--- src/rtl/hazard_pkg.sv ---
// Shared constants, stall-cause encoding and the youngest-stage forwarding
// priority helper for the hazard unit.
package hazard_pkg;

  localparam int FWD_RF   = 0;
  localparam int MAX_NFWD = 16;

  typedef enum logic [1:0] {
    CAUSE_NONE = 2'd0,
    CAUSE_LOAD = 2'd1,
    CAUSE_SB   = 2'd2,
    CAUSE_MC   = 2'd3
  } cause_e;

  // Lowest set bit wins (stage 0 is the youngest); returns index+1, or FWD_RF.
  function automatic int youngest_match(input logic [MAX_NFWD-1:0] hits);
    youngest_match = FWD_RF;
    for (int k = MAX_NFWD - 1; k >= 0; k--) begin
      if (hits[k]) youngest_match = k + 1;
    end
  endfunction

endpackage

--- src/rtl/reg_scoreboard.sv ---
// Pending-writeback scoreboard for the single multi-cycle unit: one busy bit
// per architectural register plus a unit-busy flag.
module reg_scoreboard
  import hazard_pkg::*;
#(
  parameter int NREG = 32,
  parameter int AW   = $clog2(NREG)
) (
  input  logic          CLK,
  input  logic          RST,
  input  logic          i_set_en,
  input  logic          i_set_rd_en,
  input  logic [AW-1:0] i_set_addr,
  input  logic          i_clr_en,
  input  logic [AW-1:0] i_clr_addr,
  input  logic [AW-1:0] i_look_a,
  input  logic [AW-1:0] i_look_b,
  input  logic [AW-1:0] i_look_c,
  output logic          o_busy_a,
  output logic          o_busy_b,
  output logic          o_busy_c,
  output logic          o_mc_busy
);

  logic [NREG-1:0] r_busy;
  logic            r_mc_busy;

  // NOTE: the busy array is plain flops (not RAM), so it is cleared by reset
  // like any other state; a reset drops every pending writeback.
  always_ff @(posedge CLK) begin
    if (RST) begin
      r_busy    <= '0;
      r_mc_busy <= 1'b0;
    end else begin
      // A writeback with no unit pending is stale (e.g. issued before reset).
      if (i_clr_en && r_mc_busy) begin
        r_busy[i_clr_addr] <= 1'b0;
        r_mc_busy          <= 1'b0;
      end
      // NOTE: the set is written after the clear so it wins on the same register.
      if (i_set_en) begin
        r_mc_busy <= 1'b1;
        if (i_set_rd_en && (i_set_addr != '0)) r_busy[i_set_addr] <= 1'b1;
      end
    end
  end

  assign o_busy_a  = r_busy[i_look_a];
  assign o_busy_b  = r_busy[i_look_b];
  assign o_busy_c  = r_busy[i_look_c];
  assign o_mc_busy = r_mc_busy;

endmodule

--- src/rtl/hazard_unit_mc.sv ---
// Data-hazard unit: multi-stage operand/store forwarding, load-use and
// multi-cycle scoreboard stalls, and a saturating stall-cycle counter.
module hazard_unit_mc
  import hazard_pkg::*;
#(
  parameter int NFWD = 2,
  parameter int NREG = 32,
  parameter int AW   = $clog2(NREG),
  parameter int FSW  = $clog2(NFWD + 1)
) (
  input  logic              CLK,
  input  logic              RST,
  input  logic              id_valid,
  input  logic              flush,
  input  logic [AW-1:0]     id_rs1_addr,
  input  logic [AW-1:0]     id_rs2_addr,
  input  logic              id_rs1_used,
  input  logic              id_rs2_used,
  input  logic [AW-1:0]     id_rd_addr,
  input  logic              id_regwrite,
  input  logic              id_is_mc,
  input  logic [AW-1:0]     ex_rs1_addr,
  input  logic [AW-1:0]     ex_rs2_addr,
  input  logic              ex_rs1_used,
  input  logic              ex_rs2_used,
  input  logic [AW-1:0]     ex_rd_addr,
  input  logic              ex_regwrite,
  input  logic              ex_is_load,
  input  logic              ex_is_store,
  input  logic [NFWD*AW-1:0] fwd_rd_addr,
  input  logic [NFWD-1:0]   fwd_regwrite,
  input  logic              mc_done,
  input  logic [AW-1:0]     mc_rd_addr,
  output logic              stall,
  output logic [1:0]        stall_cause,
  output logic [FSW-1:0]    fwd_a,
  output logic [FSW-1:0]    fwd_b,
  output logic [FSW-1:0]    fwd_store,
  output logic [31:0]       stall_cycles
);

  logic [MAX_NFWD-1:0] w_hit_a, w_hit_b;
  logic [FSW-1:0]      w_sel_a, w_sel_b;
  logic                w_busy_rs1, w_busy_rs2, w_busy_rd, w_mc_busy;
  logic                w_load_use, w_sb_hit, w_mc_struct;
  logic                w_stall, w_issue;
  cause_e              w_cause;
  logic [31:0]         r_stall_cycles;

  // NOTE: every signal written in always_comb gets a default first, so no latch.
  always_comb begin
    w_hit_a = '0;
    w_hit_b = '0;
    for (int k = 0; k < NFWD; k++) begin
      w_hit_a[k] = fwd_regwrite[k] && (fwd_rd_addr[k*AW +: AW] != '0)
                   && (fwd_rd_addr[k*AW +: AW] == ex_rs1_addr);
      w_hit_b[k] = fwd_regwrite[k] && (fwd_rd_addr[k*AW +: AW] != '0)
                   && (fwd_rd_addr[k*AW +: AW] == ex_rs2_addr);
    end
  end

  assign w_sel_a = FSW'(youngest_match(w_hit_a));
  assign w_sel_b = FSW'(youngest_match(w_hit_b));

  // Store data takes the rs2 forward even when the ALU does not read rs2.
  assign fwd_a     = (RST || !ex_rs1_used) ? FSW'(FWD_RF) : w_sel_a;
  assign fwd_b     = (RST || !ex_rs2_used) ? FSW'(FWD_RF) : w_sel_b;
  assign fwd_store = (RST || !ex_is_store) ? FSW'(FWD_RF) : w_sel_b;

  assign w_load_use = ex_is_load && ex_regwrite && (ex_rd_addr != '0) &&
                      ((id_rs1_used && (id_rs1_addr == ex_rd_addr)) ||
                       (id_rs2_used && (id_rs2_addr == ex_rd_addr)));
  assign w_sb_hit    = (id_rs1_used && w_busy_rs1) || (id_rs2_used && w_busy_rs2) ||
                       (id_regwrite && w_busy_rd);
  assign w_mc_struct = id_is_mc && w_mc_busy;

  always_comb begin
    w_cause = CAUSE_NONE;
    if (w_load_use)       w_cause = CAUSE_LOAD;
    else if (w_sb_hit)    w_cause = CAUSE_SB;
    else if (w_mc_struct) w_cause = CAUSE_MC;
    if (RST || flush)     w_cause = CAUSE_NONE;
  end

  assign w_stall     = (w_cause != CAUSE_NONE);
  assign w_issue     = id_valid && !flush && !w_stall;
  assign stall       = w_stall;
  assign stall_cause = w_cause;

  reg_scoreboard #(.NREG(NREG), .AW(AW)) u_sb (
    .CLK         (CLK),
    .RST         (RST),
    .i_set_en    (w_issue && id_is_mc),
    .i_set_rd_en (id_regwrite),
    .i_set_addr  (id_rd_addr),
    .i_clr_en    (mc_done),
    .i_clr_addr  (mc_rd_addr),
    .i_look_a    (id_rs1_addr),
    .i_look_b    (id_rs2_addr),
    .i_look_c    (id_rd_addr),
    .o_busy_a    (w_busy_rs1),
    .o_busy_b    (w_busy_rs2),
    .o_busy_c    (w_busy_rd),
    .o_mc_busy   (w_mc_busy)
  );

  always_ff @(posedge CLK) begin
    if (RST)                                      r_stall_cycles <= '0;
    else if (w_stall && (r_stall_cycles != '1))   r_stall_cycles <= r_stall_cycles + 32'd1;
  end

  assign stall_cycles = r_stall_cycles;

endmodule
--- config.mk ---
export PLATFORM = sky130hd
export DESIGN_NAME = hazard_unit_mc
export DESIGN_NICKNAME = d
export VERILOG_FILES = /design/src/rtl/hazard_pkg.sv /design/src/rtl/reg_scoreboard.sv /design/src/rtl/hazard_unit_mc.sv
export SDC_FILE = /design/constraint.sdc
export NUM_CORES = 1
export LEC_CHECK = 0
export BUFFER_PORTS_ARGS = -buffer_cell sky130_fd_sc_hd__buf_2
export CAP_MARGIN = 0
export CELL_PAD_IN_SITES_DETAIL_PLACEMENT = 0
export CELL_PAD_IN_SITES_GLOBAL_PLACEMENT = 2
export CORE_ASPECT_RATIO = 1.75
export CORE_MARGIN = 2
export CORE_UTILIZATION = 30
export DETAILED_ROUTE_END_ITERATION = 16
export MAX_ROUTING_LAYER = met4
export PLACE_DENSITY_LB_ADDON = 0.1
export SLEW_MARGIN = 10
export SYNTH_ARGS = -nofsm -noshare
export SYNTH_HDL_FRONTEND = slang
export SYNTH_SLANG_ARGS = --single-unit
--- constraint.sdc ---
create_clock -name CLK -period 3.03 [get_ports CLK]
set_input_delay 0.303 -clock CLK [delete_from_list [all_inputs] [get_ports CLK]]
set_output_delay 0.303 -clock CLK [all_outputs]
set_load 0.005 [all_outputs]
==> results of run 1 <==
## tightest hold or removal path, cell delays in order
cell     delay (ns)
buf_2          0.13
inv_1          0.08
a32oi_1        0.05
nor2_1         0.08
## repair_timing
| action | in CTS | in global routing |
|---|---|---|
| buffers inserted | 3 | 0 |
| resized for setup | 0 | 3 |
| cloned | 2 | 0 |
| hold buffers | 0 | 0 |
| endpoints found under the hold margin | 0 | 0 |
| pin swaps | 1 | 2 |
| setup endpoints to repair | 1 | 1 |
## through the flow
stage          cells  worst slack, ns  util (%)  total power (uW)
2_1_floorplan    522            0.246         -              1030
3_3_place_gp     803          0.00298      36.1              1160
3_5_place_dp     803          -0.0393      36.1              1160
4_1_cts          824           0.0324      38.8              2260
5_1_grt          824          -0.0398      38.9              2320
6_report         824           0.0458      38.9              2240
## routing by layer
| metal | part of all wire, % | vias to the layer above | GRT usage (%) |
|---|---|---|---|
| met5 | 0 | - | - |
| met3 | 3.9 | 28 | 2.50 |
| met4 | 2.5 | 0 | 7.78 |
| met1 | 32 | 2258 | 20.3 |
| met2 | 61 | 139 | 44.0 |
| li1 | - | 2255 | - |
## final cells by class
type / count / area [um2]
well taps: 183 / 229
clock buffers: 9 / 225
repair buffers: 140 / 873
inverters: 10 / 37.5
fillers: 1564 / 9030
flip-flops and latches: 65 / 1300
multi-input cells: 410 / 2990
clock inverters: 7 / 80.1
## logic make-up after synthesis
logic type | share of synthesized area, %
multiplexers | 14.1
adder cells (fa/ha/maj) | 0.279
flip-flops | 29.0
XOR/XNOR | 5.85
buffers and inverters | 4.57
AND/OR/NAND/NOR | 26.7
AO/OA/AOI/OAI | 19.5
## worst max-delay path by stage
stage | start | to | slack [ns] | cells after the start
floorplan | id_rs1_addr[1] | stall_cycles[30] | 0.25 | 10
global placement | id_rs2_addr[0] | stall | 0.003 | 9
detailed placement | id_rs2_addr[0] | stall | -0.04 | 9
CTS | u_sb.r_busy[23] | stall | 0.03 | 8
global route | u_sb.r_busy[22] | stall | -0.04 | 8
finish | u_sb.r_busy[22] | stall | 0.05 | 8
## registers in the layout (all words and copies together), names as in the netlist
signal,cells
stall_cycles,32
u_sb.r_busy,32
u_sb.o_mc_busy,1
## power by group through the flow
stage	Sequential [uW]	Clock, uW	Combinational (uW)
CTS	859	1110	295
detailed placement	878	0	279
floorplan	877	0	154
finish	859	1080	294
global route	859	1140	319
global placement	878	0	278
## layout by cell type, fill, tap and decap left out, types with 3 or more instances in the layout
master,n
a21oi_1,28
and2_1,5
and3_1,4
and4_1,6
buf_2,101
buf_4,35
clkbuf_16,9
clkinv_4,3
dfxtp_1,64
inv_1,9
mux2_2,4
mux2i_1,9
mux4_2,22
nand2_1,45
nand2b_1,6
nand3_1,45
nand3b_1,10
nand4_1,16
nor2_1,20
nor2b_1,8
nor3_1,5
nor3b_1,5
nor4_1,10
o211ai_1,16
o21ai_0,28
o31ai_1,25
o41ai_1,6
or3_1,8
or4_1,20
xnor2_1,22
xor2_1,8
==> metrics.md, run 1 <==
| Metric | Value |
|---|---|
| Hold WS | `between 0.3 and 0.4 ns` |
| Vias in the first global route | `4,752` |
| Worst-Skew Late Latency | `0.34 ns` |
| Final Setup Violations | `0` |
| Hold Fails Final Rpt | `0` |
| Max-cap violations | `0` |
| Layout cells sized above 1 | `30.3%` |
| First-pass GRT wire length | `25,900 um` |
| Hold-critical path depth | `4` |
| Nets@finish | `between 600 and 700` |
| Detailed Route WL | `between 15,000 and 20,000 um` |
| Vias per cell | `5.68` |
| Share of flip-flops with an asynchronous set or reset | `0%` |
| Post-route setup TNS | `0 ns` |
| Antenna Nets Post-Route | `0` |
| Fin area | `about 5700 um2` |
| # IOs | `102` |
| Period utilization | `a little over nine tenths` |
| Via count | `4,680` |
| Setup Skew | `0.0108 ns` |
| Gate power share | `13.2%` |
| Critical path launch point type | `flop` |
| Critical Path AT | `about 2.7 ns` |
| Leading area contributor after synthesis | `dfxtp_1` |
| Synth-to-layout area growth | `27.8%` |
| RSZ-0062 raised after global routing | `yes` |
| Die area | `around 16,000 um2` |
| Switch Pwr | `between 600 and 700 uW` |
| Relative slew slack | `about half` |
| Cells after Synth | `between 500 and 600` |
| Pwr dens | `390 nW/um2` |
| Initial drt markers | `235` |
| Placed Area | `5340 um2` |
| Most common cell in the netlist | `dfxtp_1` |
| Drt pass-1 iters | `4` |
| Period minus WS final | `2.98 ns` |
| Fmax | `335 MHz` |
| Slew @ Worst Pin | `0.745 ns` |
| Starting Density | `30.4%` |
| Routability cong. | `between 0.8 and 0.9` |
| Syn_nets | `584` |
| Crit end category | `output port` |
| Avg WL per Cell | `20.5 um` |
| Sw frac | `between 20 and 30%` |
| Clk pwr share | `just under 50%` |
| Worst path max stage delay | `0.52 ns` |
| Number of port buffers | `101` |
| FF-to-FF End | `stall_cycles[9]` |
| Worst EP required | `about 2.7 ns` |
| Synth cell count leaders | `dfxtp_1 (65), nand2_1 (45), nand3_1 (45)` |
| FF-to-FF setup slack | `0.15 ns` |
| DIE HEIGHT | `166 um` |
| Crit-path max FO | `5` |
| HP Start | `mc_done` |
| Drt drc | `0` |
| Largest net degree at the start of global routing | `35` |
| Crit-path slowest cell | `mux4_2` |
| Clk slew on worst S/H paths | `0.06 ns` |
| All-Layer GR Usage | `between 20% and 30%` |
| Core Area | `14,800 um2` |
| P_int | `1630 uW` |
| Chip Width | `96.5 um` |
| Mapped Area | `roughly 4500 um2` |
| VDD IR max | `between 0.2 and 0.25 mV` |
| Worst reg-to-reg path cell count | `10` |
| Top post-synthesis cells by area | `dfxtp_1 (29%), mux4_2 (11%), nand3_1 (5.0%), xnor2_1 (4.3%), o31ai_1 (4.2%)` |
| GRT Residual Overflow | `0` |
| LEAKAGE | `between 0.002 and 0.0025 uW` |
| Initial antenna violation count | `0` |
| Crit-path cells | `mux4_2, mux4_2, o22ai_2, o22ai_2, o41ai_4, buf_12, inv_2, buf_2` |
| Distinct cells, synth | `56` |
| Prevailing post-synth register cell | `dfxtp_1` |
| Row cnt | `59` |
| CTS root buffer | `clkbuf_16` |
| Worst min path class | `in -> reg` |
| Synthesis warning total | `0` |
| WHS Endpoint | `u_sb.o_mc_busy` |
| Top-area cell type share of the netlist area | `just under 30%` |
| CP top delay family | `multiplexers` |
| CTS tree | `done` |
| R2r startpoint | `u_sb.r_busy[22]` |
| Seq/Total Area, Yosys | `29.0%` |
| Worst Path Buf+Inv | `3` |
| Outcome | `finished, final reports clean` |
| Post-synth EDFFs | `0` |
| Mean Syn Cell Area | `between 8 and 9 um2` |
| Crit path kind | `reg -> out` |
| TritonCTS Buffers | `9` |
| Longest Clk Path Bufs | `2` |
| Num Clock Sinks | `65` |
| Sequential share of power | `38.4%` |
| H-tree depth | `3` |
| Ant diodes | `0` |
| Detailed Place HPWL | `13,100 um` |
| Final slew viol count | `0` |
| Register bit count reported by yosys | `65` |
(Power assumes the default switching activity.)
==> run 2: changes to the inputs <==
CORE_UTILIZATION = 32   (was 30)
==> metrics.md, run 2 (synthesis results as in run 1) <==
| Metric | Value |
|---|---|
| Worst path max stage delay | `0.45 ns` |
| Antenna Nets Post-Route | `0` |
| Layout fillers | `1,429` |
| Crit-path slowest cell | `mux4_2` |
| Detailed Route WL | `roughly 16,000 um` |
| Commonest non-fill, non-tap cell in the layout | `buf_2` |
| GRT Residual Overflow | `0` |
| Worst EP required | `2.73 ns` |
| Row cnt | `57` |
| Via count | `4,673` |
| Starting Density | `32.6%` |
| Avg WL per Cell | `20.1 um` |
| CTS tree | `done` |
| Largest net degree at the start of global routing | `37` |
| Crit-path max FO | `5` |
| Storage cell area | `1300 um2` |
| Nets@finish | `695` |
| Multi-input logic area | `2980 um2` |
| TritonCTS Buffers | `9` |
| Post-layout util | `slightly above 40%` |
| Worst min path class | `in -> reg` |
| DIE HEIGHT | `roughly 160 um` |
| Critical path launch point type | `flop` |
| Die area | `15,000 um2` |
| Clk slew on worst S/H paths | `0.06 ns` |
| Total design power | `2390 uW` |
| Synth-to-layout area growth | `26.7%` |
| Drt pass-1 iters | `5` |
| Detailed Place HPWL | `13,000 um` |
| Critical Path AT | `2.60 ns` |
| First-pass GRT wire length | `roughly 26,000 um` |
| Final slew viol count | `0` |
| Crit path kind | `reg -> out` |
| Vias in the first global route | `4,801` |
| Drt drc | `0` |
| Slew @ Worst Pin | `0.585 ns` |
| Routability cong. | `0.905` |
| CTS root buffer | `clkbuf_16` |
| Core Area | `13,800 um2` |
| Period minus WS final | `2.91 ns` |
| All-Layer GR Usage | `between 20 and 25%` |
| LEAKAGE | `0.00208 uW` |
| Crit end category | `output port` |
| Hold WS | `approximately 0.35 ns` |
| # IOs | `102` |
| Dpl cells | `between 700 and 800` |
| Outcome | `finished, final reports clean` |
| H-tree depth | `3` |
| Longest Clk Path Bufs | `2` |
| Setup Skew | `a little over 0.009 ns` |
| Non-filler cells, final | `slightly above 800` |
| Vias per cell | `5.73` |
| Layout cells sized above 1 | `29.6%` |
| Period utilization | `~96%` |
| Num Clock Sinks | `65` |
| Relative slew slack | `60.7%` |
| Worst-Skew Late Latency | `0.34 ns` |
| Hold Fails Final Rpt | `0` |
| Max-cap violations | `0` |
| Number of port buffers | `roughly 100` |
| VDD IR max | `between 0.3 and 0.4 mV` |
| Crit-path cells | `buf_4, mux4_2, inv_1, o22ai_1, o41a_1, o41ai_4, buf_6, inv_2, buf_2` |
| Fmax | `approximately 340 MHz` |
| Initial drt markers | `199` |
| Final Setup Violations | `0` |
| Most frequent cells in the layout | `buf_2 (101), dfxtp_1 (65), nand2_1 (45), nand3_1 (45), buf_4 (34)` |
| Initial antenna violation count | `1` |
| Pwr dens | `420 nW/um2` |
| Chip Width | `93.5 um` |
run 2: what timing repair did:
| action | in CTS | in global routing |
|---|---|---|
| buffers inserted | 1 | 0 |
| setup endpoints to repair | 1 | 2 |
| resized for setup | 1 | 1 |
| hold buffers | 0 | 0 |
| pin swaps | 0 | 1 |
run 2: path summary, 6_finish.rpt:
path | depth (start not counted) | start | end | slack, ns
max | 9 | u_sb.r_busy[5] | stall | 0.12
min | 3 | id_rd_addr[4] | u_sb.r_busy[31] | 0.35
max reg2reg | 11 | u_sb.r_busy[0] | stall_cycles[7] | 0.21
min reg2reg | 2 | stall_cycles[29] | stall_cycles[29] | 0.49
run 2: area by class of cell:
| cell class | count | area share, % |
|---|---|---|
| antenna | 1 | 0.0440 |
| clock buffer | 9 | 3.96 |
| clock inverter | 7 | 2.18 |
| inverter | 10 | 0.660 |
| multi-input combinational | 410 | 52.5 |
| sequential | 65 | 22.9 |
| tap | 177 | 3.89 |
| timing repair buffer | 137 | 13.9 |
run 2: worst max-delay path, delay by kind of cell, from the launching register on:
kind,cells,cell delay [ns]
muxes,1,0.45
buffers and inverters,5,0.56
DFF,1,0.36
AOI/OAI and AO/OA,3,0.91
run 2: metal layers:
layer  part of all wire (%)  vias up  track usage [%]
met5                      0        -                -
met4                    4.8        0             11.6
met3                    2.9       45             2.77
met2                     59      120             44.4
met1                     33     2263             21.7
li1                       -     2245                -
run 2: per-stage QoR:
stage / setup TNS [ns] / instance area (um2) / setup WS [ns]
2_1_floorplan: 0 / 4490 / 0.246
6_report: 0 / 5690 / 0.122
5_1_grt: -0.0329 / 5690 / -0.0329
4_1_cts: 0 / 5680 / 0.0506
3_5_place_dp: 0 / 5320 / 0.0729
3_3_place_gp: 0 / 5320 / 0.119
run 2: report_power, final:
| group | internal, uW | leakage, uW | switching [uW] |
|---|---|---|---|
| registers | 856 | 0.000523 | 3.39 |
| logic | 112 | 0.00139 | 159 |
| clock network | 813 | 0.000167 | 442 |
| total | 1780 | 0.00208 | 605 |
==> run 3: changes to the inputs <==
PLACE_DENSITY = 0.82   (was default)
PLACE_DENSITY_LB_ADDON = default   (was 0.1)
==> metrics.md, run 3 (synthesis results as in run 1) <==
| Metric | Value |
|---|---|
| Outcome | `complete, but fails checks` |
| Failing checks | `setup timing` |
| Clk pwr share | `52.1%` |
| Final WS setup | `-0.0104 ns` |
| Fmax | `329 MHz` |
| Chip Width | `roughly 94 um` |
| Clk slew on worst S/H paths | `0.06 ns` |
| Pwr dens | `roughly 400 nW/um2` |
| P_int | `1810 uW` |
| CTS tree | `done` |
| Detailed Route WL | `about 16,000 um` |
| Largest net degree at the start of global routing | `36` |
| DIE HEIGHT | `161 um` |
| Num Clock Sinks | `between 60 and 70` |
| Vias per cell | `5.82` |
| Core Area | `13,800 um2` |
| Starting Density | `around 33%` |
| Relative slew slack | `54.5%` |
| Number of port buffers | `approximately 100` |
| CTS Hold Bufs | `0` |
| Die area | `15,000 um2` |
| Drt pass-1 iters | `6` |
| Initial antenna violation count | `0` |
| LEAKAGE | `0.00214 uW` |
| Worst setup endpoint | `stall` |
| Slew @ Worst Pin | `slightly below 0.7 ns` |
| Drt drc | `0` |
| Worst EP required | `around 2.7 ns` |
| Synth-to-layout area growth | `29.7%` |
| Worst min path class | `in -> reg` |
| GRT Residual Overflow | `0` |
| Final slew viol count | `0` |
| Non-filler cells, final | `821` |
| Gate power share | `12.1%` |
| Row cnt | `57` |
| Nets@finish | `~700` |
| Hold Fails Final Rpt | `0` |
| Multi-input logic area | `3010 um2` |
| Hold-critical path depth | `4` |
| Antenna Nets Post-Route | `0` |
| Period utilization | `100%` |
| Layout fillers | `1,414` |
| All-Layer GR Usage | `21.9%` |
| Max-cap violations | `0` |
| TritonCTS Buffers | `9` |
| Crit path kind | `reg -> out` |
| Vias in the first global route | `between 4,000 and 5,000` |
| FF-to-FF setup slack | `0.10 ns` |
| Final Setup Violations | `1` |
| Dpl cells | `796` |
| Period minus WS final | `between 3 and 4 ns` |
| Post-layout util | `42.3%` |
| Storage cell area | `1310 um2` |
| CTS root buffer | `clkbuf_16` |
| Avg WL per Cell | `18.9 um` |
| Crit-path cells | `mux4_2, mux4_2, o22ai_4, o22ai_4, o41ai_4, buf_12, inv_6, buf_6` |
| Crit path launch | `u_sb.r_busy[17]` |
| Worst path max stage delay | `0.52 ns` |
| Via count | `around 4,800` |
| R2r startpoint | `u_sb.r_busy[17]` |
| Longest Clk Path Bufs | `2` |
| First-pass GRT wire length | `24,900 um` |
| Detailed Place HPWL | `12,100 um` |
| VDD IR max | `~0.32 mV` |
| RSZ-0062 raised after global routing | `yes` |
| Critical Path AT | `2.74 ns` |
| Worst-Skew Late Latency | `0.35 ns` |
| Most frequent cells in the layout | `buf_2 (100), dfxtp_1 (63), nand2_1 (45), nand3_1 (45), buf_4 (38)` |
| WP depth | `8` |
| Setup Skew | `0.00946 ns` |
| Critical path launch point type | `flop` |
| Initial drt markers | `191` |
| H-tree depth | `3` |
| Worst Path Buf+Inv | `3` |
| Sequential share of power | `35.8%` |
| Sw frac | `24.4%` |
| Switch Pwr | `585 uW` |
| FF-to-FF End | `stall_cycles[20]` |
| # IOs | `about 100` |
| Commonest non-fill, non-tap cell in the layout | `buf_2` |
| Routability cong. | `0.892` |
| CP top delay family | `multiplexers` |
| Crit-path slowest cell | `mux4_2` |
| Layout cells sized above 1 | `30.9%` |
| Ant diodes | `0` |
| Crit end category | `output port` |
| Crit-path max FO | `7` |
| Worst reg-to-reg path cell count | `11` |
## run 3: repair_timing
action,in CTS,in global routing
pin swaps,1,3
cloned,1,0
setup endpoints to repair,1,1
resized for setup,0,11
setup buffers,1,7
## run 3: power groups by stage
| stage | Sequential [uW] | Combinational (uW) | Clock (uW) |
|---|---|---|---|
| 6_report | 858 | 290 | 1250 |
| 5_1_grt | 858 | 313 | 1300 |
| 4_1_cts | 859 | 278 | 1260 |
| 3_5_place_dp | 878 | 270 | 0 |
| 3_3_place_gp | 878 | 266 | 0 |
| 2_1_floorplan | 877 | 154 | 0 |
## run 3: area by class of cell
cell class | count | share of cell area [%]
inverters | 10 | 0.731
well taps | 177 | 3.80
flip-flops and latches | 65 | 22.4
clock buffers | 10 | 4.11
clock inverters | 6 | 1.98
multi-input cells | 410 | 51.7
repair buffers | 143 | 15.3
## run 3: routing by layer
| layer | wire [um] | GRT usage, % | vias up |
|---|---|---|---|
| met2 | 8530 | 39.7 | 188 |
| met5 | 0 | - | - |
| met1 | 5540 | 22.0 | 2294 |
| met3 | 754 | 3.42 | 41 |
| li1 | - | - | 2255 |
| met4 | 700 | 11.7 | 0 |
## run 3: worst min-delay path by stage
stage / from / end / slack (ns)
after global placement: stall_cycles[29] / stall_cycles[29] / 0.47
after floorplan: u_sb.r_busy[0] / u_sb.r_busy[0] / 0.43
after CTS: mc_done / u_sb.o_mc_busy / 0.32
after detailed placement: stall_cycles[29] / stall_cycles[29] / 0.49
after global routing: mc_done / u_sb.o_mc_busy / 0.35
final: mc_done / u_sb.o_mc_busy / 0.31
## run 3: through the flow
| step | area, um2 | hold slack, ns | power [uW] | setup WS (ns) | TNS [ns] |
|---|---|---|---|---|---|
| 3_5_place_dp | 5330 | 0.489 | 1150 | 0.0233 | 0 |
| 6_report | 5820 | 0.311 | 2400 | -0.0104 | -0.0104 |
| 3_3_place_gp | 5330 | 0.473 | 1140 | 0.0835 | 0 |
| 2_1_floorplan | 4490 | 0.431 | 1030 | 0.246 | 0 |
| 4_1_cts | 5730 | 0.315 | 2400 | 0.0287 | 0 |
| 5_1_grt | 5820 | 0.350 | 2470 | -0.0760 | -0.113 |
## run 3: worst reg2reg max path, stage by stage (launching register included)
cell,delay (ns)
dfxtp_4,0.34
mux4_2,0.49
mux4_2,0.52
o22ai_4,0.21
o22ai_4,0.10
o41ai_4,0.42
buf_12,0.17
buf_4,0.12
buf_4,0.10
buf_4,0.14
or4_1,0.11
a21oi_1,0.06
